===== config.mk =====
export PLATFORM = sky130hd
export DESIGN_NAME = fuzzy_defuzz_wavg
export DESIGN_NICKNAME = d
export VERILOG_FILES = /design/src/rtl/fuzzy_defuzz_wavg.sv
export SDC_FILE = /design/constraint.sdc
export NUM_CORES = 1
export LEC_CHECK = 0
export CORE_UTILIZATION = 60
export CTS_BUF_LIST = sky130_fd_sc_hd__clkbuf_8
export DETAILED_ROUTE_END_ITERATION = 12
export PLACE_DENSITY = 0.92
export SLEW_MARGIN = 20
export SYNTH_ARGS = -nofsm -noshare
export SYNTH_HDL_FRONTEND = slang
export SYNTH_SLANG_ARGS = --single-unit

===== constraint.sdc =====
create_clock -name clk -period 14.1 [get_ports clk]
set_input_delay 2.115 -clock clk [delete_from_list [all_inputs] [get_ports clk]]
set_output_delay 2.115 -clock clk [all_outputs]
set_load 0.02 [all_outputs]

===== src/rtl/fuzzy_defuzz_wavg.sv =====
// Weighted-average defuzzifier: u = sum(w*c) / sum(w).
// Serial datapath: one MAC per cycle over the captured rule strengths, then a
// restoring divider producing one quotient bit per cycle. One operation in flight.
//
// Ports:
//   clk, rst            clock and synchronous active-high reset
//   in_valid/in_ready   input handshake; in_ready only while idle and not in reset
//   w_flat              unsigned Q1.15 strengths, rule i at [i*W +: W]
//   c_flat              signed Q1.15 consequents, same packing
//   out_valid/out_ready output handshake; result held stable until accepted
//   u                   signed Q1.15 crisp output
//   zero_w              sum(w)==0 for this result (u forced to 0)
module fuzzy_defuzz_wavg #(
    parameter int unsigned N_RULES = 9,
    parameter int unsigned W       = 16
) (
    input  logic                 clk,
    input  logic                 rst,
    input  logic                 in_valid,
    output logic                 in_ready,
    input  logic [N_RULES*W-1:0] w_flat,
    input  logic [N_RULES*W-1:0] c_flat,
    output logic                 out_valid,
    input  logic                 out_ready,
    output logic [W-1:0]         u,
    output logic                 zero_w
);

    localparam int unsigned NUM_W = 2*W + $clog2(N_RULES);
    localparam int unsigned DEN_W = W + $clog2(N_RULES);
    localparam int unsigned IDX_W = (N_RULES > 1) ? $clog2(N_RULES) : 1;
    localparam int unsigned CNT_W = $clog2(NUM_W);

    localparam logic [W-1:0]     U_MAX = {1'b0, {(W-1){1'b1}}};
    localparam logic [W-1:0]     U_MIN = {1'b1, {(W-1){1'b0}}};
    localparam logic [NUM_W-1:0] POS_LIM = {{(NUM_W-W){1'b0}}, U_MAX};
    localparam logic [NUM_W-1:0] NEG_LIM = {{(NUM_W-W){1'b0}}, U_MIN};

    typedef enum logic [2:0] {
        IDLE  = 3'd0,
        ACCUM = 3'd1,
        CHECK = 3'd2,
        DIV   = 3'd3,
        FIN   = 3'd4,
        DONE  = 3'd5
    } state_t;

    state_t state, state_nx;

    logic [W-1:0]              w_q [N_RULES];
    logic [W-1:0]              c_q [N_RULES];
    logic [IDX_W-1:0]          idx_q;
    logic [CNT_W-1:0]          cnt_q;
    logic signed [NUM_W-1:0]   num_q;
    logic [DEN_W-1:0]          den_q;
    logic [DEN_W-1:0]          rem_q;
    logic [NUM_W-1:0]          dq_q;
    logic                      neg_q;

    logic signed [2*W:0]       mac_prod;
    logic [NUM_W-1:0]          num_mag;
    logic [DEN_W:0]            rem_sh;
    logic [DEN_W-1:0]          rem_nx;
    logic                      q_bit;
    logic [W-1:0]              u_nx;
    logic                      idx_last;
    logic                      cnt_last;

    assign idx_last = (idx_q == IDX_W'(N_RULES - 1));
    assign cnt_last = (cnt_q == CNT_W'(NUM_W - 1));

    // State register
    always_ff @(posedge clk) begin
        if (rst) state <= IDLE;
        else     state <= state_nx;
    end

    // Next-state logic
    always_comb begin
        state_nx = state;
        case (state)
            IDLE:    if (in_valid)  state_nx = ACCUM;
            ACCUM:   if (idx_last)  state_nx = CHECK;
            CHECK:   state_nx = (den_q == '0) ? DONE : DIV;
            DIV:     if (cnt_last)  state_nx = FIN;
            FIN:     state_nx = DONE;
            DONE:    if (out_ready) state_nx = IDLE;
            default: state_nx = IDLE;
        endcase
    end

    // Handshake outputs decoded from the state register
    always_comb begin
        in_ready  = 1'b0;
        out_valid = 1'b0;
        if (state == IDLE && !rst) in_ready  = 1'b1;
        if (state == DONE)         out_valid = 1'b1;
    end

    // MAC term: strength is unsigned, so widen with a zero before the signed multiply
    always_comb begin
        mac_prod = $signed({1'b0, w_q[0]}) * $signed(c_q[0]);
    end

    // Magnitude of the numerator; cannot overflow since |num| <= N_RULES*2^30
    always_comb begin
        num_mag = num_q;
        if (num_q[NUM_W-1]) num_mag = NUM_W'(-num_q);
    end

    // One restoring-division step: remainder stays below den, so DEN_W bits suffice
    always_comb begin
        rem_sh = {rem_q, dq_q[NUM_W-1]};
        rem_nx = rem_sh[DEN_W-1:0];
        q_bit  = 1'b0;
        if (rem_sh >= {1'b0, den_q}) begin
            rem_nx = DEN_W'(rem_sh - {1'b0, den_q});
            q_bit  = 1'b1;
        end
    end

    // Apply sign and saturate the quotient magnitude to signed W bits
    always_comb begin
        u_nx = W'(dq_q);
        if (neg_q) begin
            if (dq_q > NEG_LIM) u_nx = U_MIN;
            else                u_nx = W'(~dq_q + NUM_W'(1));
        end else if (dq_q > POS_LIM) begin
            u_nx = U_MAX;
        end
    end

    // Datapath registers
    always_ff @(posedge clk) begin
        if (rst) begin
            for (int i = 0; i < N_RULES; i++) begin
                w_q[i] <= '0;
                c_q[i] <= '0;
            end
            idx_q  <= '0;
            cnt_q  <= '0;
            num_q  <= '0;
            den_q  <= '0;
            rem_q  <= '0;
            dq_q   <= '0;
            neg_q  <= 1'b0;
            u      <= '0;
            zero_w <= 1'b0;
        end else begin
            case (state)
                IDLE: begin
                    if (in_valid) begin
                        for (int i = 0; i < N_RULES; i++) begin
                            w_q[i] <= w_flat[i*W +: W];
                            c_q[i] <= c_flat[i*W +: W];
                        end
                        idx_q <= '0;
                        num_q <= '0;
                        den_q <= '0;
                    end
                end
                ACCUM: begin
                    // Consume rule 0 and shift the rest down
                    num_q <= num_q + NUM_W'(mac_prod);
                    den_q <= den_q + DEN_W'(w_q[0]);
                    for (int i = 0; i < N_RULES - 1; i++) begin
                        w_q[i] <= w_q[i+1];
                        c_q[i] <= c_q[i+1];
                    end
                    w_q[N_RULES-1] <= '0;
                    c_q[N_RULES-1] <= '0;
                    idx_q <= idx_q + IDX_W'(1);
                end
                CHECK: begin
                    if (den_q == '0) begin
                        u      <= '0;
                        zero_w <= 1'b1;
                    end else begin
                        zero_w <= 1'b0;
                        neg_q  <= num_q[NUM_W-1];
                        dq_q   <= num_mag;
                        rem_q  <= '0;
                        cnt_q  <= '0;
                    end
                end
                DIV: begin
                    // Dividend shifts out the top while quotient bits shift in below
                    rem_q <= rem_nx;
                    dq_q  <= {dq_q[NUM_W-2:0], q_bit};
                    cnt_q <= cnt_q + CNT_W'(1);
                end
                FIN: begin
                    u <= u_nx;
                end
                default: ;
            endcase
        end
    end

endmodule


==> summary.md, run 1 <==
| Metric | Value |
|---|---|
| Status | `finished, final reports clean` |
| CP arrival | `about 7.5 ns` |
| Final worst slack | `7.166 ns` |
| Slew Limit Fails | `0` |
| Area growth from synthesis to layout | `16.92%` |
| Sequential area share after synthesis | `0.3928` |
| Pleak | `~15 nW` |
| PortBufs | `310` |
| GRT Total Usage | `0.3205` |
| Vias | `22543` |
| Critical path's slowest cell | `edfxtp_1` |
| Yosys reg bits | `roughly 430` |
| VDD IR max | `468.9 uV` |
| Via density | `approximately 6` |
| Slew headroom | `0.2084` |
| Clk root buf | `clkbuf_8` |
| Placed Area | `roughly 0.033 mm^2` |
| Synth Area per Inst | `10.58 um^2` |
| # rows | `80` |
| Pwr dens | `roughly 280 mW/mm^2` |
| First-iteration detailed-routing DRC count | `about 1900` |
| DRT Pass-1 Iters | `6` |
| Reg2Reg Setup Slack | `7.17 ns` |
| Worst Tran Pin Value | `between 1 and 1.5 ns` |
| Post-route setup TNS | `0 ns` |
| Tcrit/Tclk final | `0.4918` |
| Synthesized instance count | `approximately 2800` |
| Minimum clock period | `6.934 ns` |
| Crit path cell chain | `nand2_1 > fa_1 > inv_1 > fa_1 > inv_1 > fa_1 > inv_1 > fa_1 > fa_1 > inv_1 > fa_1 > inv_1 > ha_1 > a21o_1 > or3_1 > o32ai_2 > o21ai_2 > a31o_4 > a211oi_4 > o21bai_2 > a31oi_4 > mux2i_1` |
| Top post-synthesis cells by area | `edfxtp_1 (30%), fa_1 (16%), dfxtp_1 (9.8%)` |
| Die height | `223.0 um` |
| Largest net degree at the start of global routing | `175` |
| Most frequent cells in the layout | `inv_1 (388), clkdlybuf4s50_1 (308), edfxtp_1 (288)` |
| Critical path endpoint category | `flip-flop` |
| Vias in the first global route | `23963` |
| Post-synth EDFFs | `288` |
| Max incr delay on CP | `approximately 0.78 ns` |
| Post-route cell area | `0.03427 mm^2` |
| Commonest non-fill, non-tap cell in the layout | `inv_1` |
| Skew-Pair Late Insertion Delay | `0.68 ns` |
| Cell Area, Synth | `0.02931 mm^2` |
| Final setup viols | `0` |
| WL per Instance | `approximately 21 um` |
| Syn_nets | `3459` |
| Synth Flop Type | `edfxtp_1` |
| Grt ovf | `0` |
| Multi-input gate area | `0.01586 mm^2` |
| Routed WL | `between 70000 and 80000 um` |
| Final Hold Fails | `0` |
| CTS HTree Levels | `3` |
| Worst hold-check path type | `flip-flop to flip-flop` |
| CTS tree | `built` |
| Startpoint types | `flip-flop` |
| CORE AREA | `0.04795 mm^2` |
| RSZ-0062 raised after global routing | `no` |
| Critical path data required time | `14.71 ns` |
| Max-Cap Viols | `0` |
| Initial antenna violation count | `5` |
| Post-DP HPWL | `56490 um` |
| Cell repeated most along the worst path | `fa_1` |
| Top-Level Pins | `311` |
| DP Worst Slack | `7.211 ns` |
| Crit Path Max Fanout | `17` |
| Count of cell types in the netlist | `80` |
| GPL Wtd Cong | `0.9277` |
| Worst Hold Path Cells | `2` |
| Fraction of registers with async set/reset | `0` |
| Layout cells sized above 1 | `0.05162` |
| Post_cts resized | `0` |
| CTS Sinks | `431` |
| R2R cell count | `22` |
| Hold WS | `between 0.4 and 0.5 ns` |
| DRT antenna net count | `0` |
| Register area | `0.01151 mm^2` |
| Synth top area share | `0.2951` |
| Clock-pin slew on the worst setup and hold paths | `approximately 0.07 ns` |
| Clock skew | `0.03085 ns` |
| Synth area leader | `edfxtp_1` |
| WS Path Type | `flip-flop to flip-flop` |
| Die width | `223.0 um` |
| Postcts setup bufs | `0` |
| Initial Util | `0.6112` |
| Layout net count | `3709` |
| DRC viols | `0` |
| Cts bufs inserted | `75` |
| Die area | `around 0.05 mm^2` |
| Hold_buf cts | `0` |
| First-pass GRT wire length | `124500 um` |
| CTS max path bufs | `3` |
| Yosys warning count | `0` |
| Filler cell count | `3254` |
| Max frequency | `roughly 140 MHz` |
## flip-flops by register name (all words and copies together) (netlist names)
signal  cells
neg_q       1
u          16
num_q      36
idx_q       4
c_q       144
dq_q       36
den_q      20
w_q       144
rem_q      20
cnt_q       6
zero_w      1
state       3
## synth_stat cells (all sizes together) (3+ instances only)
library cell    n
and2          130
buf            32
o21ai          91
or3             8
o221ai          7
nand2b         21
dfxtp         143
o22ai          37
or4             3
nor2b           7
o21a           10
a31o            3
nor3           27
xor2           46
o21bai          6
a221o           3
o211ai         12
a221oi         12
or2             4
xnor2          46
o41ai           7
clkbuf        122
a22oi          29
mux2i           3
fa            229
a21oi          98
a32oi           9
nand4          14
a21o           33
nor4           18
a211oi         12
edfxtp        288
nand2         250
inv           364
o31ai          15
nor4b           3
nand3          25
a22o          276
a31oi          13
and3           43
nor2           87
ha            167
## metal layers
layer / wire [um] / track usage / share of wire / vias up
met5: 0 / 0 / 0 / -
met4: 3412 / 0.1459 / 0.044 / 0
met3: 5897 / 0.06756 / 0.075 / 238
met2: 41250 / 0.5808 / 0.53 / 989
met1: 27770 / 0.3604 / 0.35 / 11075
li1: - / - / - / 10241
## path summary, 6_finish.rpt
path,from,endpoint
max,w_q[0][6],num_q[35]
min,u[12],u[12]
max reg2reg,w_q[0][6],num_q[35]
min reg2reg,u[12],u[12]
## through the flow
stage	cells	power (W)	utilization
after floorplan	2771	0.006916	-
after global placement	3559	0.008107	0.6830
after detailed placement	3559	0.008382	0.6829
after CTS	3695	0.009612	0.7142
after global routing	3700	0.01050	0.7146
final	3701	0.009607	0.7147
## logic make-up after synthesis
group                      synth area share
AOI/OAI and AO/OA                    0.1762
and+or+nand+nor                      0.1077
buffers and inverters               0.06707
DFF                                  0.3928
adders and majority gates            0.2277
xor gates and xnor gates            0.02749
muxes                              0.001025
## report_power, final
group	switching [W]	internal [W]
logic	0.00367	0.00249
clock network	0.000561	0.000608
registers	0.000402	0.00188
total	0.00463	0.00498
## area by class of cell
cell class / count / share of cell area
sequential: 431 / 0.3359
clock buffer: 87 / 0.03494
antenna: 6 / 0.0004382
multi-input combinational: 1822 / 0.4628
tap: 615 / 0.02246
inverter: 364 / 0.04009
timing repair buffer: 327 / 0.09435
clock inverter: 49 / 0.008946
## worst max-delay path: cells and delay by family, from the launching register on
| family | cells | cell delay (ns) |
|---|---|---|
| fa+ha+maj | 7 | 3.48 |
| flops | 1 | 0.78 |
| compound gates | 7 | 1.65 |
| buf+inv | 5 | 0.26 |
| simple gates | 2 | 0.49 |
| mux | 1 | 0.18 |
No activity file was read; power rests on OpenSTA's default activity.
==> run 2, diff against run 1 <==
Clock period 14.1 ns to 6.8 ns, I/O delays scaled along.
==> summary.md, run 2 (synthesized netlist as in run 1, its figures left out) <==
| Metric | Value |
|---|---|
| Max frequency | `152.0 MHz (+5.4%)` |
| Hold_sp | `u[8]` |
| Vias in the first global route | `24010 (+0.20%)` |
| Critical path endpoint category | `flip-flop` |
| Max incr delay on CP | `0.55 ns (-0.23 ns)` |
| DRT Pass-1 Iters | `6 (unchanged)` |
| Final setup viols | `0 (unchanged)` |
| Post-route setup TNS | `0 ns (unchanged)` |
| Slew Limit Fails | `0 (unchanged)` |
| Pwr dens | `574.9 mW/mm^2 (+110%)` |
| Die area | `0.04973 mm^2 (unchanged)` |
| Area growth from synthesis to layout | `18.40%` |
| Commonest non-fill, non-tap cell in the layout | `inv_1` |
| DRC viols | `0 (unchanged)` |
| Initial antenna violation count | `5 (unchanged)` |
| Clk root buf | `clkbuf_8` |
| WL per Instance | `20.73 um (-2.1%)` |
| Hold EP | `u[8]` |
| VDD IR max | `1260 uV (+170%)` |
| Hold WS | `0.4589 ns (+0.005823 ns)` |
| R2R cell count | `22 (unchanged)` |
| CORE AREA | `0.04795 mm^2 (unchanged)` |
| Filler cell count | `3184 (-2.2%)` |
| Layout cells sized above 1 | `0.06911 (+0.01748)` |
| Slew headroom | `0.2862 (+0.07782)` |
| Critical path data required time | `7.34 ns (-7.37 ns)` |
| Worst Tran Pin Value | `1.071 ns (-0.1167 ns)` |
| Clock-pin slew on the worst setup and hold paths | `0.06 ns (about the same)` |
| CTS Sinks | `431 (unchanged)` |
| Vias | `22871 (+1.5%)` |
| Largest net degree at the start of global routing | `148 (-15%)` |
| CTS max path bufs | `3 (unchanged)` |
| WS Path Type | `flip-flop to flip-flop` |
| Cts bufs inserted | `72 (-4.0%)` |
| Cell repeated most along the worst path | `fa_1` |
| Status | `finished, final reports clean` |
| CTS HTree Levels | `3 (unchanged)` |
| Clock skew | `0.03760 ns (+0.006752 ns)` |
| Routed WL | `78010 um (-0.41%)` |
| GRT Total Usage | `0.3172 (-0.003233)` |
| Via density | `6.078 (-0.22%)` |
| Die width | `223.0 um (unchanged)` |
| Crit Path Max Fanout | `6 (-11)` |
| Most frequent cells in the layout | `inv_1 (384), clkdlybuf4s50_1 (309), edfxtp_1 (288)` |
| CP arrival | `7.11 ns (-0.43 ns)` |
| GPL Wtd Cong | `0.9101 (-1.9%)` |
| Reg2Reg Setup Slack | `0.22 ns (-6.94 ns)` |
| Max-Cap Viols | `0 (unchanged)` |
| Pleak | `15.21 nW (+1.8%)` |
| R2R Path Start | `c_q[0][6]` |
| Post-DP HPWL | `57100 um (+1.1%)` |
| Crit path cell chain | `buf_4 > and2_1 > fa_1 > inv_1 > fa_1 > fa_1 > inv_1 > fa_1 > fa_1 > inv_1 > fa_1 > inv_1 > ha_1 > and3_1 > o21a_1 > a221o_1 > a21o_1 > a21o_1 > a221oi_2 > o2bb2ai_1 > xor2_1 > o22ai_1` |
| Utilization after layout | `0.7237 (+0.009029)` |
| PortBufs | `310 (unchanged)` |
| First-iteration detailed-routing DRC count | `1791 (-4.9%)` |
| Worst Hold Path Cells | `2 (unchanged)` |
| Grt ovf | `0 (unchanged)` |
| Biggest regs | `c_q (144), w_q (144)` |
| Startpoint types | `flip-flop` |
| Layout net count | `3772 (+1.7%)` |
| First-pass GRT wire length | `124300 um (-0.19%)` |
| Critical path's slowest cell | `fa_1` |
| Top-Level Pins | `311 (unchanged)` |
| Final Hold Fails | `0 (unchanged)` |
| Initial Util | `0.6112 (unchanged)` |
| Skew-Pair Late Insertion Delay | `0.71 ns (+0.03 ns)` |
| Tcrit/Tclk final | `0.9673 (+0.4755)` |
| CTS tree | `built` |
| R2R Path End | `num_q[32]` |
| Minimum clock period | `6.578 ns (-0.3562 ns)` |
| Worst hold-check path type | `flip-flop to flip-flop` |
| Die height | `223.0 um (unchanged)` |
| Worst Setup SP | `c_q[0][6]` |
| DRT antenna net count | `0 (unchanged)` |
| # rows | `80 (unchanged)` |
## run 2: changes by cell type in the layout (fill, tap and decap cells not counted)
cell | previous run | this run
inv_4 | 0 | 1
clkdlybuf4s50_1 | 308 | 309
buf_12 | 1 | 3
and2_1 | 129 | 127
buf_4 | 16 | 79
clkbuf_2 | 0 | 1
and2_4 | 1 | 3
diode_2 | 6 | 8
inv_1 | 388 | 384
clkinv_2 | 7 | 5
clkinv_8 | 1 | 2
buf_2 | 2 | 1
clkinv_1 | 5 | 12
clkbuf_8 | 87 | 78
## run 2: critical path, delay by kind of cell (launching register included)
family,cells,cell delay [ns]
XOR/XNOR,1,0.16
buffers and inverters,5,0.40
adder cells (fa/ha/maj),7,3.44
AO/OA/AOI/OAI,7,1.54
flip-flops,1,0.50
AND/OR/NAND/NOR,2,0.41
## run 2: worst max-delay path by stage
stage / to / slack (ns)
2_1_floorplan: num_q[27] / 0.25
3_3_place_gp: num_q[35] / 0.26
3_5_place_dp: num_q[35] / 0.13
4_1_cts: num_q[32] / 0.11
5_1_grt: num_q[35] / -0.02
6_report: num_q[32] / 0.22
## run 2: layout make-up
cell class                 instances  area [um^2]  area share
antenna                            8        20.02   0.0005770
clock buffer                      78         1074     0.03094
clock inverter                    52        330.3    0.009520
inverter                         364         1374     0.03959
multi-input combinational       1822        15860      0.4572
sequential                       431        11510      0.3317
tap                              615        769.5     0.02218
timing repair buffer             393         3756      0.1083
## run 2: timing repair
item | 4_1_cts | 5_1_grt
hold buffers | 0 | 0
gates resized for setup | 0 | 2
endpoints found under the setup margin | 0 | 6
setup buffers | 0 | 33
## run 2: per-layer routing
metal	track usage	vias to the layer above	share of wire
met4	0.1406	0	0.043
met1	0.3608	11273	0.36
li1	-	10376	-
met3	0.06322	224	0.070
met5	0	-	0
met2	0.5749	998	0.52
## run 2: metrics by stage
step           setup slack, ns  power [W]  instance area (um^2)  instances
5_1_grt               -0.01512    0.02178                 34700       3762
6_report                0.2225    0.01995                 34700       3763
3_5_place_dp            0.1293    0.01734                 33010       3592
4_1_cts                 0.1070    0.01974                 34410       3722
2_1_floorplan           0.2521    0.01424                 29310       2771
3_3_place_gp            0.2620    0.01679                 33010       3592
## run 2: report_power, final
part	internal (W)	switching, W	total [W]
clock	0.00116	0.00114	0.00230
combinational	0.00538	0.00784	0.0132
sequential	0.00388	0.000550	0.00443
total	0.0104	0.00953	0.0199
==> run 3, diff against run 2 <==
Settings changed: HOLD_SLACK_MARGIN set to 0.06.
==> results of run 3 <==
No change in the layout: final DEF, timing and power equal those of run 2.
